`src/rtl/mdu_controller.sv`:
```
// -----------------------------------------------------------------------------
// mdu_controller
//
// Sequencing controller between the CPU execute stage and the multiply/divide
// unit. It accepts one request at a time, latches the operands and holds them
// stable on the MDU inputs. It stalls the pipeline while an operation is in
// flight and returns a one-cycle response carrying the result and destination.
// A divide by zero is answered locally with an all-ones quotient. iFlush kills
// the in-flight operation.
//
// Ports:
//   iClk, iRst_n           clock (rising edge), asynchronous active-low reset
//   iReqValid/iReqOp       request strobe, operation (0 = mul, 1 = div)
//   iReqSrc0/iReqSrc1      multiplicand/dividend, multiplier/divisor
//   iReqDest               destination register index
//   iFlush                 kill the in-flight operation, block acceptance
//   iMduResult             result output of the MDU
//   oReqReady, oStall      handshake back to the execute stage
//   oBusy                  an operation is in flight
//   oMduSrc0/1, oMduOperation  registered operands and op select to the MDU
//   oRspValid/oRspResult/oRspDest  one-cycle response
// -----------------------------------------------------------------------------
module mdu_controller #(
    parameter int WIDTH       = 32,
    parameter int REG_ADDR_W  = 5,
    parameter int DIV_LATENCY = 36,
    parameter int DIV_CNT_W   = 6
) (
    input  logic                  iClk,
    input  logic                  iRst_n,
    input  logic                  iReqValid,
    input  logic                  iReqOp,
    input  logic [WIDTH-1:0]      iReqSrc0,
    input  logic [WIDTH-1:0]      iReqSrc1,
    input  logic [REG_ADDR_W-1:0] iReqDest,
    input  logic                  iFlush,
    input  logic [WIDTH-1:0]      iMduResult,
    output logic                  oReqReady,
    output logic                  oStall,
    output logic                  oBusy,
    output logic [WIDTH-1:0]      oMduSrc0,
    output logic [WIDTH-1:0]      oMduSrc1,
    output logic                  oMduOperation,
    output logic                  oRspValid,
    output logic [WIDTH-1:0]      oRspResult,
    output logic [REG_ADDR_W-1:0] oRspDest
);

    typedef enum logic [1:0] {
        IDLE     = 2'd0,
        MUL_WAIT = 2'd1,
        DIV_WAIT = 2'd2,
        DONE     = 2'd3
    } state_t;

    state_t               stateReg;
    state_t               stateNext;
    logic [DIV_CNT_W-1:0] cntReg;
    logic                 accept;
    logic                 divByZero;

    assign oReqReady = (stateReg == IDLE) && !iFlush;
    assign accept    = iReqValid && oReqReady;
    assign oStall    = iReqValid && !oReqReady;
    assign oBusy     = (stateReg != IDLE);
    assign oRspValid = (stateReg == DONE) && !iFlush;
    assign divByZero = (iReqSrc1 == '0);

    // State register
    always_ff @(posedge iClk or negedge iRst_n) begin
        if (!iRst_n) begin
            stateReg <= IDLE;
        end else begin
            stateReg <= stateNext;
        end
    end

    // Next-state logic
    always_comb begin
        stateNext = stateReg;
        case (stateReg)
            IDLE: begin
                if (accept) begin
                    if (!iReqOp)        stateNext = MUL_WAIT;
                    else if (divByZero) stateNext = DONE;
                    else                stateNext = DIV_WAIT;
                end
            end
            MUL_WAIT: stateNext = iFlush ? IDLE : DONE;
            DIV_WAIT: begin
                if (iFlush)                          stateNext = IDLE;
                else if (cntReg == DIV_CNT_W'(1))    stateNext = DONE;
                else                                 stateNext = DIV_WAIT;
            end
            DONE:     stateNext = IDLE;
            default:  stateNext = IDLE;
        endcase
    end

    // Operand latch, divide counter and result capture. The MDU operands are
    // only ever written on accept, so they stay put for the whole operation.
    always_ff @(posedge iClk or negedge iRst_n) begin
        if (!iRst_n) begin
            cntReg        <= '0;
            oMduSrc0      <= '0;
            oMduSrc1      <= '0;
            oMduOperation <= 1'b0;
            oRspResult    <= '0;
            oRspDest      <= '0;
        end else begin
            case (stateReg)
                IDLE: begin
                    if (accept) begin
                        oMduSrc0      <= iReqSrc0;
                        oMduSrc1      <= iReqSrc1;
                        oMduOperation <= iReqOp;
                        oRspDest      <= iReqDest;
                        if (iReqOp && divByZero) begin
                            // Answered locally; the divider is never waited on.
                            oRspResult <= '1;
                        end else if (iReqOp) begin
                            cntReg <= DIV_CNT_W'(DIV_LATENCY);
                        end
                    end
                end
                MUL_WAIT: begin
                    if (!iFlush) begin
                        oRspResult <= iMduResult;
                    end
                end
                DIV_WAIT: begin
                    if (iFlush) begin
                        cntReg <= '0;
                    end else if (cntReg == DIV_CNT_W'(1)) begin
                        oRspResult <= iMduResult;
                        cntReg     <= '0;
                    end else begin
                        cntReg <= cntReg - DIV_CNT_W'(1);
                    end
                end
                default: begin
                end
            endcase
        end
    end

endmodule

```
`config.mk`:
```
export PLATFORM = sky130hd
export DESIGN_NAME = mdu_controller
export DESIGN_NICKNAME = d
export VERILOG_FILES = /design/src/rtl/mdu_controller.sv
export SDC_FILE = /design/constraint.sdc
export NUM_CORES = 1
export LEC_CHECK = 0
export CORE_ASPECT_RATIO = 1.1
export CORE_MARGIN = 4
export CORE_UTILIZATION = 38
export CTS_CLUSTER_SIZE = 28
export DETAILED_ROUTE_END_ITERATION = 10
export GPL_TIMING_DRIVEN = 0
export HOLD_SLACK_MARGIN = 0.03
export MAX_ROUTING_LAYER = met4
export PLACE_DENSITY_LB_ADDON = 0.25
export SLEW_MARGIN = 25
export SYNTH_ARGS = -nofsm -noshare
export SYNTH_HDL_FRONTEND = slang
export SYNTH_SLANG_ARGS = --single-unit
```
`constraint.sdc`:
```
create_clock -name iClk -period 2.07 [get_ports iClk]
set_clock_uncertainty 0.1 [all_clocks]
set_input_delay 0.3105 -clock iClk [delete_from_list [all_inputs] [get_ports iClk]]
set_output_delay 0.3105 -clock iClk [all_outputs]
set_load 0.1 [all_outputs]
```
# Word level (Yosys, flattened, before mapping)

Index checks and enable logic that the tools add are counted.

Register bits: 110
Bits of input ports: 106
Output and inout bits: 106

$add $sub $neg: 1
Equal/unequal tests: 11
Multiplexer cells: 19
Reduce and logical (&&, ||, !) cells: 15

Operators with widths:

| cell                                              | count |
|---|---|
| 2-to-1 mux 32 bit                                 | 5 |
| case mux 32 bit (3 select lines)                  | 1 |
| zero test 32 bit                                  | 1 |
| 2-to-1 mux 6 bit                                  | 5 |
| != test 2 bit (second input constant)             | 6 |
| case mux 6 bit (2 select lines)                   | 1 |
| 2-to-1 mux 2 bit                                  | 4 |
| case mux 2 bit (4 select lines)                   | 1 |
| == test 6 x 1 -> 1 bit (second input constant)    | 1 |
| AND reduction 6 bit                               | 1 |
| subtractor 6 x 1 -> 6 bit (second input constant) | 1 |
| logical AND 1 bit                                 | 5 |
| == test 2 bit (second input constant)             | 2 |
| AND reduction 4 bit                               | 1 |
| nonzero test 2 bit                                | 2 |
| nonzero test 3 bit                                | 1 |
| == test 2 x 1 -> 1 bit (second input constant)    | 1 |
| zero test 1 bit                                   | 2 |
| zero test 2 bit                                   | 1 |
| 2-to-1 mux 1 bit                                  | 2 |
| != test 2 x 1 -> 1 bit (second input constant)    | 1 |
| AND reduction 2 bit                               | 1 |

# Longest topological paths before layout

Gate-level depths: netlist of the first run.

Word-level depth: 5
Mapped depth: 10
Depth with buffers taken out: 7

# Least setup slack after synthesis of the first run

OpenSTA, ideal clock, no wires.

Kind: register -> output
From: register stateReg[0]
To: output port oStall
Arrival time: 3.233 ns
Setup slack: -1.574 ns
Stages on the path, launching flop included: 6
Cell sequence: dfrtp_1 inv_1 ha_1 buf_2 nor2b_1 nor2b_1

Cells in the longest elaborated chain, start to end: 4

RTL lines:

| item                   | RTL line | RTL |
|---|---|---|
| start, declared        | 56       | `state_t stateReg;` |
| start signal, assigned | 74       | `stateReg <= stateNext;` |
| zero test 2 bit        | 62       | `assign oReqReady = (stateReg == IDLE) && !iFlush;` |
| logical AND 1 bit      | 62       |  |
| via oReqReady          | 38       | `output logic oReqReady,` |
| zero test 1 bit        | 64       | `assign oStall = iReqValid && !oReqReady;` |
| logical AND 1 bit      | 64       |  |
| end, declared          | 39       | `output logic oStall,` |

The timed path passes the listed nets, and every way through them passes these cells.

# Worst setup path after layout of the first run

From: register cntReg[1]
To: register oRspResult[19]

Cells in the longest elaborated chain, start to end: 3

RTL lines:

| item                          | RTL line | RTL |
|---|---|---|
| start, declared               | 58       | `logic [DIV_CNT_W-1:0] cntReg;` |
| start signal, assigned        | 122      | `cntReg <= DIV_CNT_W'(DIV_LATENCY);` |
| start signal, assigned        | 138      | `cntReg <= cntReg - DIV_CNT_W'(1);` |
| == test 6 x 1 -> 1 bit        | 134      | `end else if (cntReg == DIV_CNT_W'(1)) begin` |
| != test 2 bit (no line)       | -        |  |
| AND reduction 6 bit (no line) | -        |  |
| end signal, assigned          | 128      | `oRspResult <= iMduResult;` |
| end signal, assigned          | 135      | `oRspResult <= iMduResult;` |
| end, declared                 | 45       | `output logic [WIDTH-1:0] oRspResult,` |

Every way passes these cells.
A chain may end at the register's enable or synchronous reset.

==> results of run 1 <==
==> kinds of logic after synthesis <==
logic type | Yosys count
AOI/OAI and AO/OA | 89
adders and majority gates | 7
buffers and inverters | 76
DFF | 110
muxes | 2
and+or+nand+nor | 255
==> synth_stat cells (all sizes together) <==
cell       n  area, um2
a2111oi    1       27.5
a211o      1       8.76
a211oi     1       7.51
a21oi     36        180
a221o      1       10.0
a22oi      2       15.0
a31oi      3       18.8
a41oi     32        280
and2       2       12.5
and3       1       6.26
buf       13       82.6
clkbuf    21       78.8
dfrtp    110       2750
ha         7       87.6
inv       42        158
mux2i      2       20.0
nand2    219        822
nand2b     2       12.5
nand3      3       15.0
nand3b     1       7.51
nand4      2       12.5
nor2      10       37.5
nor2b      4       25.0
nor3       3       26.3
nor4       8       50.1
o211ai     1       7.51
o21ai      5       25.0
o221a      1       11.3
o221ai     1       8.76
o22ai      2       12.5
o311ai     1       8.76
o31ai      1       12.5
==> layout by cell type (no fill, tap or decap), drive strengths merged, types with 3 or more instances in the layout <==
cell and n:
nand2 219, dlygate4sd2 120, dfrtp 110, clkdlybuf4s50 71, buf 57, inv 41
clkbuf 40, a21oi 36, a41oi 32, nor2 10, clkdlybuf4s15 8, nor4 8
ha 7, dlymetal6s2s 6, o21ai 5, nor2b 4, a31oi 3, nand3 3
nor3 3
==> registers in the layout, indices dropped and copies added (netlist names) <==
| signal | count |
|---|---|
| oMduSrc0 | 32 |
| oRspResult | 32 |
| oMduOperation | 1 |
| stateReg | 2 |
| oRspDest | 5 |
| oMduSrc1 | 32 |
| cntReg | 6 |
==> metal layers <==
layer | vias up | track usage | routed length (um)
li1 | 2312 | - | -
met1 | 2382 | 0.260 | 6360
met2 | 180 | 0.353 | 8210
met3 | 20 | 0.0281 | 1000
met4 | 0 | 0.0648 | 241
met5 | - | - | 0
==> per-stage QoR <==
| stage | area (um2) | setup TNS [ps] | setup WS, ps | util |
|---|---|---|---|---|
| final | 8400 | -625 | -64.7 | 0.686 |
| after detailed placement | 7370 | -36540 | -1210 | 0.602 |
| after CTS | 7860 | 0 | 2.66 | 0.642 |
| after global placement | 7340 | -421310 | -3520 | 0.600 |
| after floorplan | 5050 | -17980 | -477 | - |
| after global routing | 8400 | -2660 | -146 | 0.686 |
==> layout make-up <==
| type | count | area, um2 | share of cell area |
|---|---|---|---|
| Sequential cell | 110 | 2750 | 0.328 |
| Inverter | 42 | 161 | 0.0192 |
| Antenna cell | 1 | 2.50 | 0.000298 |
| Tap cell | 154 | 193 | 0.0229 |
| Buffer | 32 | 287 | 0.0341 |
| Timing Repair Buffer | 257 | 2470 | 0.294 |
| Clock inverter | 2 | 17.5 | 0.00209 |
| Clock buffer | 14 | 254 | 0.0302 |
| Multi-Input combinational cell | 353 | 2260 | 0.269 |
==> worst max-delay path: stages, from the launching register on <==
cell       delay, ps
dfrtp_1          400
inv_2            100
ha_4             130
nor2b_4          170
nand2_2           80
a2111oi_4        430
buf_4            250
clkbuf_16        160
a21oi_2           60
a41oi_2          160
==> repair_timing <==
item / CTS / global route
endpoints found under the hold margin: 33 / 0
gates resized for setup: 190 / 75
pin swaps: 14 / 11
gates cloned: 3 / 7
endpoints found under the setup margin: 153 / 86
setup buffers: 20 / 15
hold buffers: 1 / 0
==> how the worst max path moves through the flow <==
stage                 startpoint              to  depth (start not counted)
floorplan            stateReg[0]       cntReg[2]                         10
global placement          iRst_n  oRspResult[10]                          1
detailed placement  iReqSrc1[10]  oRspResult[24]                          7
CTS                 iReqSrc1[27]  oRspResult[23]                         10
global route           cntReg[1]  oRspResult[19]                          9
finish                 cntReg[1]  oRspResult[19]                          9
==> reports/metrics.csv, run 1 <==
stage,metric,value,unit
setup_path,worst_r2r_path_depth,9,
yosys,synth_fp_nets,652,
setup_path,crit_path_max_fanout,5,
die,dieArea,14600,um2
route,ant_nets,0,
final_layout,layout.cells.non_filler,965,
yosys,synth_top_family_by_area,simple AND/OR/NAND/NOR gates,
sta,rsz0062_at_grt,yes,
yosys,yosysWarningCount,0,
setup_path,critPathLaunchType,flip-flop,
final_layout,fin_nets,918,
setup_path,worstSetupPathType,reg2reg,
global_routing,grt_max_degree,78,
sta,drv_slew,0,
yosys,synthXorXnorAreaFrac,0,
yosys,synth_mux_area_frac,0.00414,
cts,cts-root-buf,clkbuf_16,
route,viasPerCell,5.07,
min_path,hold_depth,3,
cts,clk_path_buf_depth,2,
run_status,violations,setup timing,
yosys,synth_simple_gate_area_share,0.212,
die,die_y,126,um
yosys,synth_compound_area_frac,0.131,
route,drtIter0Drc,263,
die,die_w,116,um
yosys,seq_area_frac_synth,0.569,
run_status,outcome,"complete, but fails checks",
yosys,synth_cell_type_count,35,
route,drt_first_pass_iters,4,
cts,cts.sinks,110,
yosys,syn_inst,539,
placed_design,place_inst,904,
global_routing,grt_remaining_overflow,0,
setup_path,endpoint_kind,flip-flop,
route,routedWlPerCell,16.4,um
setup_path,r2r-end,oRspResult[19],
setup_path,cp.required,2220,ps
yosys,ys_ff_latch,110,
sta,slew_headroom,0.329,
cts,htreeDepth,3,
global_routing,grt_usage,0.209,
route,drcViolationCount,0,
sta,tightest_slew,1010,ps
sta,finalCriticalPeriod,2130,ps
global_routing,grt_pass1_vias,4937,
cts,cts_tree,done,
setup_path,r2r_slack,-60,ps
cts,clk_latency,340,ps
sta,holdWs,136,ps
route,wl,15800,um
min_path,min_from,iReqSrc1[9],
die,num_rows,42,
job,maxCapViolations,0,
sta,fin_ws,-64.7,ps
placed_design,dp_hpwl,10900,um
cts,cts_inserted_buffers,9,
die,core_area,12200,um2
sta,fmax,468,MHz
global_routing,grt_pass1_wl,24200,um
min_path,min_delay_worst_endpoint,oMduSrc1[9],
yosys,syn_area,4840,um2
yosys,syn_area_per_cell,8.98,um2
setup_path,r2r-start,cntReg[1],
sta,fin_crit_sh,1.03,
sta,finalSetupViolCount,24,
final_layout,area_growth,73.5,%
cts,cts.reportedPaths.clkPinSlew,70,ps
global_routing,antenna_found_initial,1,
sta,hold_violations,0,
final_layout,n_fill_cell,979,
yosys,synth-adder-area-share,0.0181,
min_path,hp-class,in2reg,
route,vias,4894,
die,start_util,0.395,
setup_path,crit_arrival,2290,ps
final_layout,layout-drive-gt1-share,0.204,
die,ios,212,
placed_design,gp_congestion,0.826,
placed_design,io_buffers,210,
Power of run 1 is left out: the tool's default activity adds up to more than one toggle a clock period on the data nets, which glitch-free logic cannot reach.
==> inputs of run 2 (changes only) <==
--- a/config.mk
+++ b/config.mk
@@ -6,7 +6,6 @@
 export NUM_CORES = 1
 export LEC_CHECK = 0
 export CORE_ASPECT_RATIO = 1.1
-export CORE_MARGIN = 4
 export CORE_UTILIZATION = 38
 export CTS_CLUSTER_SIZE = 28
 export DETAILED_ROUTE_END_ITERATION = 10
==> run 2 against run 1 <==
Net effect:
- the flow still finishes with violations (setup timing)
- sequential cell count unchanged
- first-iteration DRC count down 3.4%
- maximum frequency up 1.1%
- non-clock buffer count down 7
- core utilization down 0.63 points
- critical path type unchanged
- largest cell class is now flip-flops and latches
==> reports/metrics.csv, run 2 (synthesized netlist as in run 1, its figures left out) <==
stage,metric,value,unit,change
sta,holdWs,122,ps,-14.4 ps
sta,fin_crit_sh,1.02,,-0.0115
final_layout,top_regs,"oMduSrc0 x32, oMduSrc1 x32, oRspResult x32",,
die,die_w,110,um,-5.2%
die,dieArea,13200,um2,-9.7%
final_layout,layout-drive-gt1-share,0.193,,-0.0107
placed_design,io_buffers,210,,unchanged
cts,htreeDepth,3,,unchanged
setup_path,endpoint_kind,flip-flop,,
sta,finalSetupViolCount,19,,-21%
final_layout,mostFrequentLayoutCells,"nand2_1, dlygate4sd2_1, dfrtp_1, clkdlybuf4s50_1, inv_1",,
route,drt_first_pass_iters,4,,unchanged
setup_path,worst_r2r_path_depth,8,,-1
sta,hold_violations,0,,unchanged
min_path,hold_depth,3,,unchanged
route,drtIter0Drc,254,,-3.4%
setup_path,r2r-end,oRspResult[15],,
route,drcViolationCount,0,,unchanged
final_layout,n_fill_cell,1004,,+2.6%
route,routedWlPerCell,15.5,um,-5.7%
die,start_util,0.395,,unchanged
sta,drv_slew,0,,unchanged
sta,rsz0062_at_grt,yes,,
global_routing,grt_pass1_wl,22600,um,-6.8%
final_layout,fin_nets,911,,-0.76%
global_routing,grt_pass1_vias,4771,,-3.4%
global_routing,grt_usage,0.225,,+0.0163
cts,cts-root-buf,clkbuf_16,,
cts,clk_path_buf_depth,2,,unchanged
setup_path,crit_start,cntReg[1],,
setup_path,r2r-start,cntReg[1],,
final_layout,layout.cells.non_filler,957,,-0.83%
die,num_rows,42,,unchanged
global_routing,grt_max_degree,75,,-3.8%
global_routing,antenna_found_initial,0,,-1
die,die_y,120,um,-4.7%
die,ios,212,,unchanged
sta,slew_headroom,0.333,,+0.00487
cts,cts.reportedPaths.clkPinSlew,70,ps,about the same
sta,tightest_slew,1000,ps,-7.34 ps
min_path,hp-class,in2reg,,
route,vias,4844,,-1.0%
cts,cts_inserted_buffers,9,,unchanged
run_status,violations,setup timing,,
final_layout,fin_util,0.679,,-0.00634
placed_design,place_inst,904,,unchanged
sta,finalCriticalPeriod,2110,ps,-23.9 ps
die,core_area,12200,um2,unchanged
min_path,min_from,iReqSrc1[17],,
cts,cts.sinks,110,,unchanged
placed_design,place_ws,-1250,ps,-36.5 ps
min_path,min_delay_worst_endpoint,oMduSrc1[17],,
setup_path,worstSetupPathType,reg2reg,,
cts,clk_latency,340,ps,about the same
sta,fin_ws,-40.8,ps,+23.9 ps
sta,fmax,474,MHz,+1.1%
route,wl,14800,um,-6.4%
setup_path,crit_arrival,2180,ps,-110 ps
run_status,outcome,"complete, but fails checks",,
cts,cts_tree,done,,
setup_path,cp.required,2140,ps,-80 ps
placed_design,gp_congestion,0.829,,+0.47%
route,viasPerCell,5.06,,-0.19%
final_layout,diodes,0,,-1
setup_path,r2r_slack,-40,ps,+20 ps
job,maxCapViolations,0,,unchanged
setup_path,crit_path_max_fanout,10,,+5
final_layout,area_growth,71.9,%,
global_routing,grt_remaining_overflow,0,,unchanged
route,ant_nets,0,,unchanged
setup_path,critPathLaunchType,flip-flop,,
final_layout,layout_commonest_cell,nand2_1,,
placed_design,dp_hpwl,10100,um,-7.2%
[run 2: worst max-delay path, cell delays in order, from the launching register on]
cell and delay, ps:
dfrtp_1 400, inv_2 110, ha_4 150, nor2b_4 160, nand2_2 80, a2111oi_4 420, buf_6 230, buf_8 160
a41oi_1 130
[run 2: per-stage QoR]
stage	TNS, ps	cell area [um2]
floorplan	-17980	5050
global placement	-423540	7340
detailed placement	-36360	7370
CTS	-21.3	7790
global route	-3090	8320
finish	-411	8320
[run 2: layout make-up]
type,count,area (um2),share of cell area
tap,154,193,0.0232
clock inverter,5,33.8,0.00406
clock buffer,11,243,0.0292
timing repair buffer,250,2430,0.292
inverter,42,161,0.0194
sequential,110,2760,0.331
buffer,32,293,0.0352
multi-input combinational,353,2210,0.266
[run 2: how the worst max path moves through the flow]
stage	endpoint	slack, ps	depth (start not counted)
2_1_floorplan	cntReg[2]	-480	10
3_3_place_gp	oRspResult[16]	-3550	1
3_5_place_dp	oRspResult[22]	-1250	7
4_1_cts	oRspValid	-20	4
5_1_grt	oRspResult[15]	-150	9
6_report	oRspResult[15]	-40	8
[run 2: layer usage]
metal | GRT usage | routed length, um | vias to the layer above
li1 | - | - | 2290
met1 | 0.279 | 6230 | 2298
met2 | 0.370 | 7250 | 208
met3 | 0.0329 | 875 | 48
met4 | 0.0883 | 433 | 0
met5 | - | 0 | -
[run 2: repair_timing]
action                     in CTS  in global routing
hold buffers                    1                  0
hold endpoints to repair       36                  0
buffers inserted               19                 14
cloned                          0                  5
setup endpoints to repair     145                 39
pin swaps                      14                 20
resized for setup             170                 74
Power of run 2 is left out for the same reason.
==> inputs of run 3 (changes only) <==
--- a/config.mk
+++ b/config.mk
@@ -5,9 +5,10 @@
 export SDC_FILE = /design/constraint.sdc
 export NUM_CORES = 1
 export LEC_CHECK = 0
+export ABC_CLOCK_PERIOD_IN_PS = 2070
 export CORE_ASPECT_RATIO = 1.1
 export CORE_UTILIZATION = 38
-export CTS_CLUSTER_SIZE = 28
+export CTS_CLUSTER_SIZE = 40
 export DETAILED_ROUTE_END_ITERATION = 10
 export GPL_TIMING_DRIVEN = 0
 export HOLD_SLACK_MARGIN = 0.03
==> results of run 3 <==
Final layout, timing and power as in run 2 (identical DEF).
Power of run 3 is left out for the same reason.
